[src/rtl/mycpu_pkg.sv]
// mycpu_pkg -- shared types and constants for the mycpu control units.
//   opcode_t    : 7-bit opcode map. Register ops are 7'b000_ffff, where ffff
//                 is the function select passed straight to the function unit.
//   cu_state_t  : multi-cycle control unit states.
//   op_class_t  : decoder classification used by the FSM for sequencing.
//   ctrl_word_t : one cycle's control word (rs, halted, illegal are added
//                 by the top level).
package mycpu_pkg;

  localparam int OPC_W = 7;

  typedef enum logic [OPC_W-1:0] {
    OP_MOVA = 7'h00, OP_INC  = 7'h01, OP_ADD  = 7'h02, OP_MUL  = 7'h03,
    OP_SRA  = 7'h04, OP_SUB  = 7'h05, OP_DEC  = 7'h06, OP_SLA  = 7'h07,
    OP_AND  = 7'h08, OP_OR   = 7'h09, OP_XOR  = 7'h0A, OP_NOT  = 7'h0B,
    OP_MOVB = 7'h0C, OP_SHR  = 7'h0D, OP_SHL  = 7'h0E, OP_CLR  = 7'h0F,
    OP_LD   = 7'h10, OP_ST   = 7'h11, OP_LDI  = 7'h12, OP_ADI  = 7'h13,
    OP_BRZ  = 7'h20, OP_BRN  = 7'h21, OP_JMP  = 7'h22,
    OP_IOR  = 7'h30, OP_IOW  = 7'h31,
    OP_SHLN = 7'h40, OP_SHRN = 7'h41,
    OP_HAL  = 7'h7F
  } opcode_t;

  typedef enum logic [2:0] {
    ST_RST, ST_INF, ST_EX0, ST_XL, ST_HLT, ST_ILL
  } cu_state_t;

  typedef enum logic [2:0] {
    CL_REG, CL_MEM, CL_SHN, CL_HAL, CL_MISC, CL_UNDEF
  } op_class_t;

  localparam logic [3:0] FS_MOVA = 4'b0000;
  localparam logic [3:0] FS_ADD  = 4'b0010;
  localparam logic [3:0] FS_MOVB = 4'b1100;
  localparam logic [3:0] FS_SHR  = 4'b1101;
  localparam logic [3:0] FS_SHL  = 4'b1110;

  localparam logic [1:0] PS_HOLD = 2'b00;
  localparam logic [1:0] PS_INC  = 2'b01;
  localparam logic [1:0] PS_BR   = 2'b10;
  localparam logic [1:0] PS_JMP  = 2'b11;

  localparam logic [1:0] MD_FU   = 2'b00;
  localparam logic [1:0] MD_MEM  = 2'b01;

  typedef struct packed {
    logic       il;
    logic [1:0] ps;
    logic       rw;
    logic       mm;
    logic [1:0] md;
    logic       mb;
    logic [3:0] fs;
    logic       wen;
    logic       iom;
  } ctrl_word_t;

  localparam ctrl_word_t CW_IDLE = '{il: 1'b0, ps: PS_HOLD, rw: 1'b0, mm: 1'b0,
                                     md: MD_FU, mb: 1'b0, fs: 4'h0, wen: 1'b1,
                                     iom: 1'b0};

endpackage

[src/rtl/cu_mc_dec.sv]
// cu_mc_dec -- combinational opcode decoder for cu_mc.
// Produces the single-cycle execute control word assuming memory is ready,
// plus a class the FSM uses for stalls, shift loops, halt and undefined ops.
// Ports:
//   opc : opcode field of the instruction register
//   z   : zero flag
//   n   : negative flag
//   cw  : execute-cycle control word
//   cls : opcode class
module cu_mc_dec
  import mycpu_pkg::*;
(
  input  logic [OPC_W-1:0] opc,
  input  logic             z,
  input  logic             n,
  output ctrl_word_t       cw,
  output op_class_t        cls
);

  // NOTE: every output gets a default before the case so no path leaves it
  // unassigned, which would otherwise infer a latch.
  always_comb begin
    cw  = CW_IDLE;
    cls = CL_MISC;
    case (opc)
      OP_LD:   begin cls = CL_MEM; cw.md = MD_MEM; cw.rw = 1'b1; cw.ps = PS_INC; end
      OP_ST:   begin cls = CL_MEM; cw.wen = 1'b0; cw.ps = PS_INC; end
      OP_LDI:  begin cls = CL_REG; cw.rw = 1'b1; cw.mb = 1'b1; cw.fs = FS_MOVB; cw.ps = PS_INC; end
      OP_ADI:  begin cls = CL_REG; cw.rw = 1'b1; cw.mb = 1'b1; cw.fs = FS_ADD;  cw.ps = PS_INC; end
      OP_BRZ:  cw.ps = z ? PS_BR : PS_INC;
      OP_BRN:  cw.ps = n ? PS_BR : PS_INC;
      OP_JMP:  cw.ps = PS_JMP;
      OP_IOR:  begin cw.iom = 1'b1; cw.rw = 1'b1; cw.md = MD_MEM; cw.ps = PS_INC; end
      OP_IOW:  begin cw.iom = 1'b1; cw.wen = 1'b0; cw.ps = PS_INC; end
      OP_SHLN: begin cls = CL_SHN; cw.rw = 1'b1; cw.fs = FS_SHL; cw.ps = PS_INC; end
      OP_SHRN: begin cls = CL_SHN; cw.rw = 1'b1; cw.fs = FS_SHR; cw.ps = PS_INC; end
      OP_HAL:  begin cls = CL_HAL; cw.ps = PS_INC; end
      default: begin
        if (opc[6:4] == 3'b000) begin
          // Register op: the low nibble is the function select itself.
          cls   = CL_REG;
          cw.rw = 1'b1;
          cw.fs = opc[3:0];
          cw.ps = PS_INC;
        end else begin
          cls   = CL_UNDEF;
          cw.ps = PS_INC;
        end
      end
    endcase
  end

endmodule

[src/rtl/cu_mc.sv]
// cu_mc -- parametrised multi-cycle control unit for the mycpu datapath.
// Sequences fetch (INF), execute (EX0), the N-step shift loop (XL), halt (HLT)
// and, when CU_ILLEGAL_TRAP_EN is defined, the illegal-opcode trap (ILL).
// Without CU_ILLEGAL_TRAP_EN an undefined opcode executes as a NOP.
// Outputs are decoded from the state register and the live inputs, since the
// instruction load and memory stalls must follow mem_rdy_in in the same cycle.
// Ports:
//   clk, rst_n       : clock, asynchronous active-low reset
//   ins_in           : instruction {opcode[6:0], DA, AA, BA}
//   z_in, n_in       : zero / negative flags
//   mem_rdy_in       : memory fetch/data valid
//   resume_in        : leave HLT
//   il_out, ps_out   : IR load, PC op (00 hold, 01 inc, 10 branch, 11 jump)
//   rw_out, rs_out   : register write, {DA,AA,BA} selects (MSB = temp bank)
//   mm_out, md_out   : address mux (1 = PC), write-data mux (00 FU, 01 mem)
//   mb_out, fs_out   : B mux (1 = immediate), function select
//   wen_out, iom_out : memory/IO write enable (active-low), IO space select
//   halted_out       : in HLT
//   illegal_out      : in ILL
module cu_mc
  import mycpu_pkg::*;
#(
  parameter  int REG_AW = 3,
  parameter  int FS_W   = 4,
  localparam int INS_W  = 7 + 3*REG_AW,
  localparam int RS_W   = REG_AW + 1
) (
  input  logic              clk,
  input  logic              rst_n,
  input  logic [INS_W-1:0]  ins_in,
  input  logic              z_in,
  input  logic              n_in,
  input  logic              mem_rdy_in,
  input  logic              resume_in,
  output logic              il_out,
  output logic [1:0]        ps_out,
  output logic              rw_out,
  output logic [3*RS_W-1:0] rs_out,
  output logic              mm_out,
  output logic [1:0]        md_out,
  output logic              mb_out,
  output logic [FS_W-1:0]   fs_out,
  output logic              wen_out,
  output logic              iom_out,
  output logic              halted_out,
  output logic              illegal_out
);

  cu_state_t         state_q;
  logic [REG_AW-1:0] cnt_r;

  logic [OPC_W-1:0]  opc;
  logic [REG_AW-1:0] da, aa, ba;
  ctrl_word_t        dec_cw, cw;
  op_class_t         cls;
  logic [3*RS_W-1:0] rs_fields, rs_loop, rs;

  assign opc = ins_in[INS_W-1 -: OPC_W];
  assign da  = ins_in[3*REG_AW-1 -: REG_AW];
  assign aa  = ins_in[2*REG_AW-1 -: REG_AW];
  assign ba  = ins_in[REG_AW-1:0];

  assign rs_fields = {1'b0, da, 1'b0, aa, 1'b0, ba};
  // Loop steps shift DA in place.
  assign rs_loop   = {1'b0, da, 1'b0, da, {RS_W{1'b0}}};

  cu_mc_dec u_dec (
    .opc (opc),
    .z   (z_in),
    .n   (n_in),
    .cw  (dec_cw),
    .cls (cls)
  );

  // Control word for the current cycle, with stall and loop overrides.
  always_comb begin
    cw = CW_IDLE;
    rs = '0;
    case (state_q)
      ST_INF: begin
        cw.mm = 1'b1;
        cw.il = mem_rdy_in;
      end
      ST_EX0: begin
        cw = dec_cw;
        rs = (cls == CL_UNDEF) ? '0 : rs_fields;
        case (cls)
          CL_MEM: begin
            if (!mem_rdy_in) begin
              cw.ps  = PS_HOLD;
              cw.rw  = 1'b0;
              cw.wen = 1'b1;
            end
          end
          CL_SHN: begin
            if (ba == '0)                cw.fs = FS_MOVA;
            else if (ba != REG_AW'(1))   cw.ps = PS_HOLD;
          end
          CL_UNDEF: begin
`ifdef CU_ILLEGAL_TRAP_EN
            cw.ps = PS_HOLD;
`else
            cw.ps = PS_INC;
`endif
          end
          default: ;
        endcase
      end
      ST_XL: begin
        cw.rw = 1'b1;
        cw.fs = dec_cw.fs;
        cw.ps = (cnt_r == REG_AW'(1)) ? PS_INC : PS_HOLD;
        rs    = rs_loop;
      end
      default: ;
    endcase
  end

  // NOTE: state_q and cnt_r use non-blocking assignments so every register
  // samples the pre-edge values; reset is asynchronous and clears both at once.
  always_ff @(posedge clk or negedge rst_n) begin
    if (!rst_n) begin
      state_q <= ST_RST;
      cnt_r   <= '0;
    end else begin
      case (state_q)
        ST_RST: state_q <= ST_INF;
        ST_INF: if (mem_rdy_in) state_q <= ST_EX0;
        ST_EX0: begin
          case (cls)
            CL_MEM: if (mem_rdy_in) state_q <= ST_INF;
            CL_SHN: begin
              if (ba != '0) cnt_r <= ba - REG_AW'(1);
              state_q <= (ba > REG_AW'(1)) ? ST_XL : ST_INF;
            end
            CL_HAL: state_q <= ST_HLT;
`ifdef CU_ILLEGAL_TRAP_EN
            CL_UNDEF: state_q <= ST_ILL;
`endif
            default: state_q <= ST_INF;
          endcase
        end
        ST_XL: begin
          cnt_r <= cnt_r - REG_AW'(1);
          if (cnt_r == REG_AW'(1)) state_q <= ST_INF;
        end
        ST_HLT: if (resume_in) state_q <= ST_INF;
        ST_ILL: state_q <= ST_ILL;
        default: state_q <= ST_RST;
      endcase
    end
  end

  assign il_out     = cw.il;
  assign ps_out     = cw.ps;
  assign rw_out     = cw.rw;
  assign rs_out     = rs;
  assign mm_out     = cw.mm;
  assign md_out     = cw.md;
  assign mb_out     = cw.mb;
  assign fs_out     = FS_W'(cw.fs);
  assign wen_out    = cw.wen;
  assign iom_out    = cw.iom;
  assign halted_out = (state_q == ST_HLT);
`ifdef CU_ILLEGAL_TRAP_EN
  assign illegal_out = (state_q == ST_ILL);
`else
  assign illegal_out = 1'b0;
`endif

endmodule

[config.mk]
export PLATFORM = sky130hd
export DESIGN_NAME = cu_mc
export DESIGN_NICKNAME = d
export VERILOG_FILES = /design/src/rtl/mycpu_pkg.sv /design/src/rtl/cu_mc_dec.sv /design/src/rtl/cu_mc.sv
export SDC_FILE = /design/constraint.sdc
export NUM_CORES = 1
export LEC_CHECK = 0
export CAP_MARGIN = 25
export CORE_ASPECT_RATIO = 1.2
export CORE_MARGIN = 3
export CORE_UTILIZATION = 38
export DETAILED_ROUTE_END_ITERATION = 12
export HOLD_SLACK_MARGIN = 0.1
export PLACE_DENSITY = 0.77
export SYNTH_ARGS = -nofsm -noshare
export SYNTH_HDL_FRONTEND = slang
export SYNTH_SLANG_ARGS = --single-unit
[constraint.sdc]
create_clock -name clk -period 1.75 [get_ports clk]
set_input_delay 0.2625 -clock clk [delete_from_list [all_inputs] [get_ports clk]]
set_output_delay 0.2625 -clock clk [all_outputs]
set_load 0.005 [all_outputs]
==> impl_metrics.csv <==
group,metric,value,unit
run_status,violations,"setup timing",
timing,hold_slack,0.253,ns
route,avgViaCountPerCell,6.29,
yosys,synth-seq-area-share,15.2,%
global_route,grt.overflow.total,0,
route,drtIter0Drc,146,
timing,rsz0062_at_grt,"yes",
clock_tree,clock_tree.root_cell,"clkbuf_4",
clock_tree,clockBufferDepth,2,
global_route,grt_pass1_wl,8450,um
run,drv_cap,0,
yosys,ys_ff_latch,6,
worst_setup_path,critPathArrivalTime,1.76,ns
placement,dp_hpwl,2930,um
clock_tree,cts_tree,"built",
worst_setup_path,critical_path_required,1.49,ns
yosys,synth_area,985,um^2
route,postRouteAntennaNets,0,
power_and_ir_drop,p_comb_share,78.3,%
route,routedWlPerCell,23.2,um
timing,setup_viol,17,
die,dieArea,3240,um^2
timing,drv_slew,0,
placement,routabilityCongestion,0.906,
timing,clock_skew,0.00186,ns
placement,dp_cells,254,
timing,hold_viol_final,0,
die,io_pins,50,
global_route,grt_pass1_vias,1808,
yosys,synth-async-reset-ratio,100,%
min_path,hold_class,"in -> async",
finish,fin_area,2210,um^2
finish,final_nets,287,
clock_tree,cts_buffers,3,
placement,postPlaceCellArea,1750,um^2
global_route,track_usage,35.6,%
power_and_ir_drop,leakage,1.07,nW
placement,place_ws,-0.927,ns
finish,final_cell_mix,"buf_4 (61), buf_6 (22), buf_2 (16), nor2_1 (11), a21oi_1 (11)",
power_and_ir_drop,p_int,0.000900,W
worst_setup_path,cp-end-kind,"output pin",
die,die_w,52.5,um
finish,final_common_cell,"buf_4",
global_route,antenna_found_initial,0,
yosys,synth.distinct_cells,42,
worst_setup_path,cp-start-kind,"input port",
finish,syn2layout_area_growth,124,%
finish,layoutNonFillerInstCount,289,
finish,n_antenna_cell,0,
power_and_ir_drop,switchingPower,0.000699,W
clock_tree,cts.sinks,6,
power_and_ir_drop,power_frac_seq,14.3,%
timing,fin_crit_sh,116,%
yosys,avgSynthCellArea,6.98,um^2
worst_setup_path,r2r-start,"state_q[0]",
power_and_ir_drop,power.share.clock,7.4,%
power_and_ir_drop,power,0.00160,W
placement,port_buffers,44,
yosys,synthFlopType,"dfrtp_1",
yosys,ys.warnings.count,0,
worst_setup_path,startpoint,"ins_in[12]",
die,std_cell_rows,19,
global_route,grt_max_degree,9,
die,core-area,2380,um^2
clock_tree,clk_latency,0.24,ns
power_and_ir_drop,peakVddDrop,856,uV
run_status,status,"complete, but fails checks",
clock_tree,clkTransAtPathRegs,0.04,ns
die,fp.dieH,61.8,um
worst_setup_path,crit_fanout,5,
die,start_util,41.4,%
route,num_vias,1818,
timing,final.min_clock_period,2.03,ns
route,dr.pass1.iters,5,
power_and_ir_drop,power_density,724,nW/um^2
timing,fmaxAchievable,0.494,GHz
timing,setup_ws,-0.276,ns
power_and_ir_drop,switching_share,43.7,%
clock_tree,cts_htree_levels,1,
route,routed_wl,6700,um
yosys,synth-edff-count,0,
finish,drive_gt1_share,57.8,%
route,drc,0,
worst_setup_path,crit_type,"in -> out",
yosys,synth_cells,141,
-- cells in the mapped netlist, types with 2 or more instances --
cell / instances / area [um^2]
nor2_1: 15 / 56.3
nand2_1: 8 / 30.0
nor3b_1: 2 / 15.0
buf_4: 5 / 37.5
nor3_1: 9 / 45.0
nand3b_1: 2 / 15.0
a21oi_1: 13 / 65.1
o21ai_0: 5 / 25.0
o21a_1: 6 / 45.0
dfrtp_1: 6 / 150
a22o_1: 3 / 26.3
and3_1: 4 / 25.0
nor2b_1: 3 / 18.8
inv_1: 6 / 22.5
o22ai_1: 2 / 12.5
a31oi_1: 4 / 25.0
nand3_1: 3 / 15.0
nand2b_1: 5 / 31.3
and2_1: 8 / 50.1
ha_1: 5 / 62.6
buf_2: 4 / 20.0
clkbuf_1: 2 / 7.51
o22a_1: 2 / 17.5
-- sequential cells by signal, summed over array words and instances (netlist names) --
register	flops
state_q	3
cnt_r	3
-- cell type report --
type / instances / area, um^2
repair buffers: 120 / 1010
clock buffers: 3 / 22.5
fillers: 79 / 169
inverters: 6 / 22.5
well taps: 31 / 38.8
flip-flops and latches: 6 / 151
multi-input cells: 123 / 960
-- worst paths after layout --
check / slack [ns] / endpoint / cells past startpoint
max reg2reg: 0.04 / cnt_r[0] / 8
min: 0.25 / state_q[2] / 1
min in group clk: 0.56 / cnt_r[2] / 2
min reg2reg: 0.56 / cnt_r[2] / 2
max: -0.28 / fs_out[3] / 9
max in group asynchronous: 1.28 / state_q[0] / 1
-- per-layer routing --
layer / wire [um] / global-route usage (%)
met2: 3270 / 65.2
met5: 0 / 0
met3: 646 / 7.16
met4: 488 / 28.1
met1: 2300 / 34.8
-- cell families after synthesis --
logic type / Yosys count / share of synthesized area, %
flip-flops: 6 / 15.2
AND/OR/NAND/NOR: 65 / 36.3
buffers and inverters: 17 / 8.90
adder cells (fa/ha/maj): 5 / 6.35
other: 1 / 0.381
XOR/XNOR: 1 / 0.890
AO/OA/AOI/OAI: 45 / 30.8
multiplexers: 1 / 1.14
-- power groups by stage --
stage                     Clock (W)  Sequential [W]  Combinational (W)
after global routing       0.000136        0.000234            0.00134
after detailed placement          0        0.000224           0.000991
after floorplan                   0        0.000218           0.000448
after global placement            0        0.000220           0.000942
after CTS                  0.000126        0.000223            0.00109
final                      0.000119        0.000229            0.00125
-- stage by stage --
step                      utilization (%)  setup TNS, ns
after global routing                 92.9          -4.39
final                                92.9          -3.05
after floorplan                         -              0
after detailed placement             73.7         -18.16
after global placement               73.7         -17.42
after CTS                            88.8         -0.611
-- critical path, cell delays in order --
cell     delay, ns
buf_12        0.12
buf_6         0.11
nor3_4        0.24
buf_4         0.18
nand2_2       0.11
buf_4         0.17
a21o_1        0.21
a21oi_1       0.20
buf_2         0.17
-- what timing repair did --
action,CTS,global route
gates resized for setup,176,25
endpoints found under the hold margin,0,0
endpoints found under the setup margin,26,25
pin swaps,25,14
gates cloned,1,0
buffers inserted,30,6
hold buffers,0,0
Power figures use the tool's default switching activity.
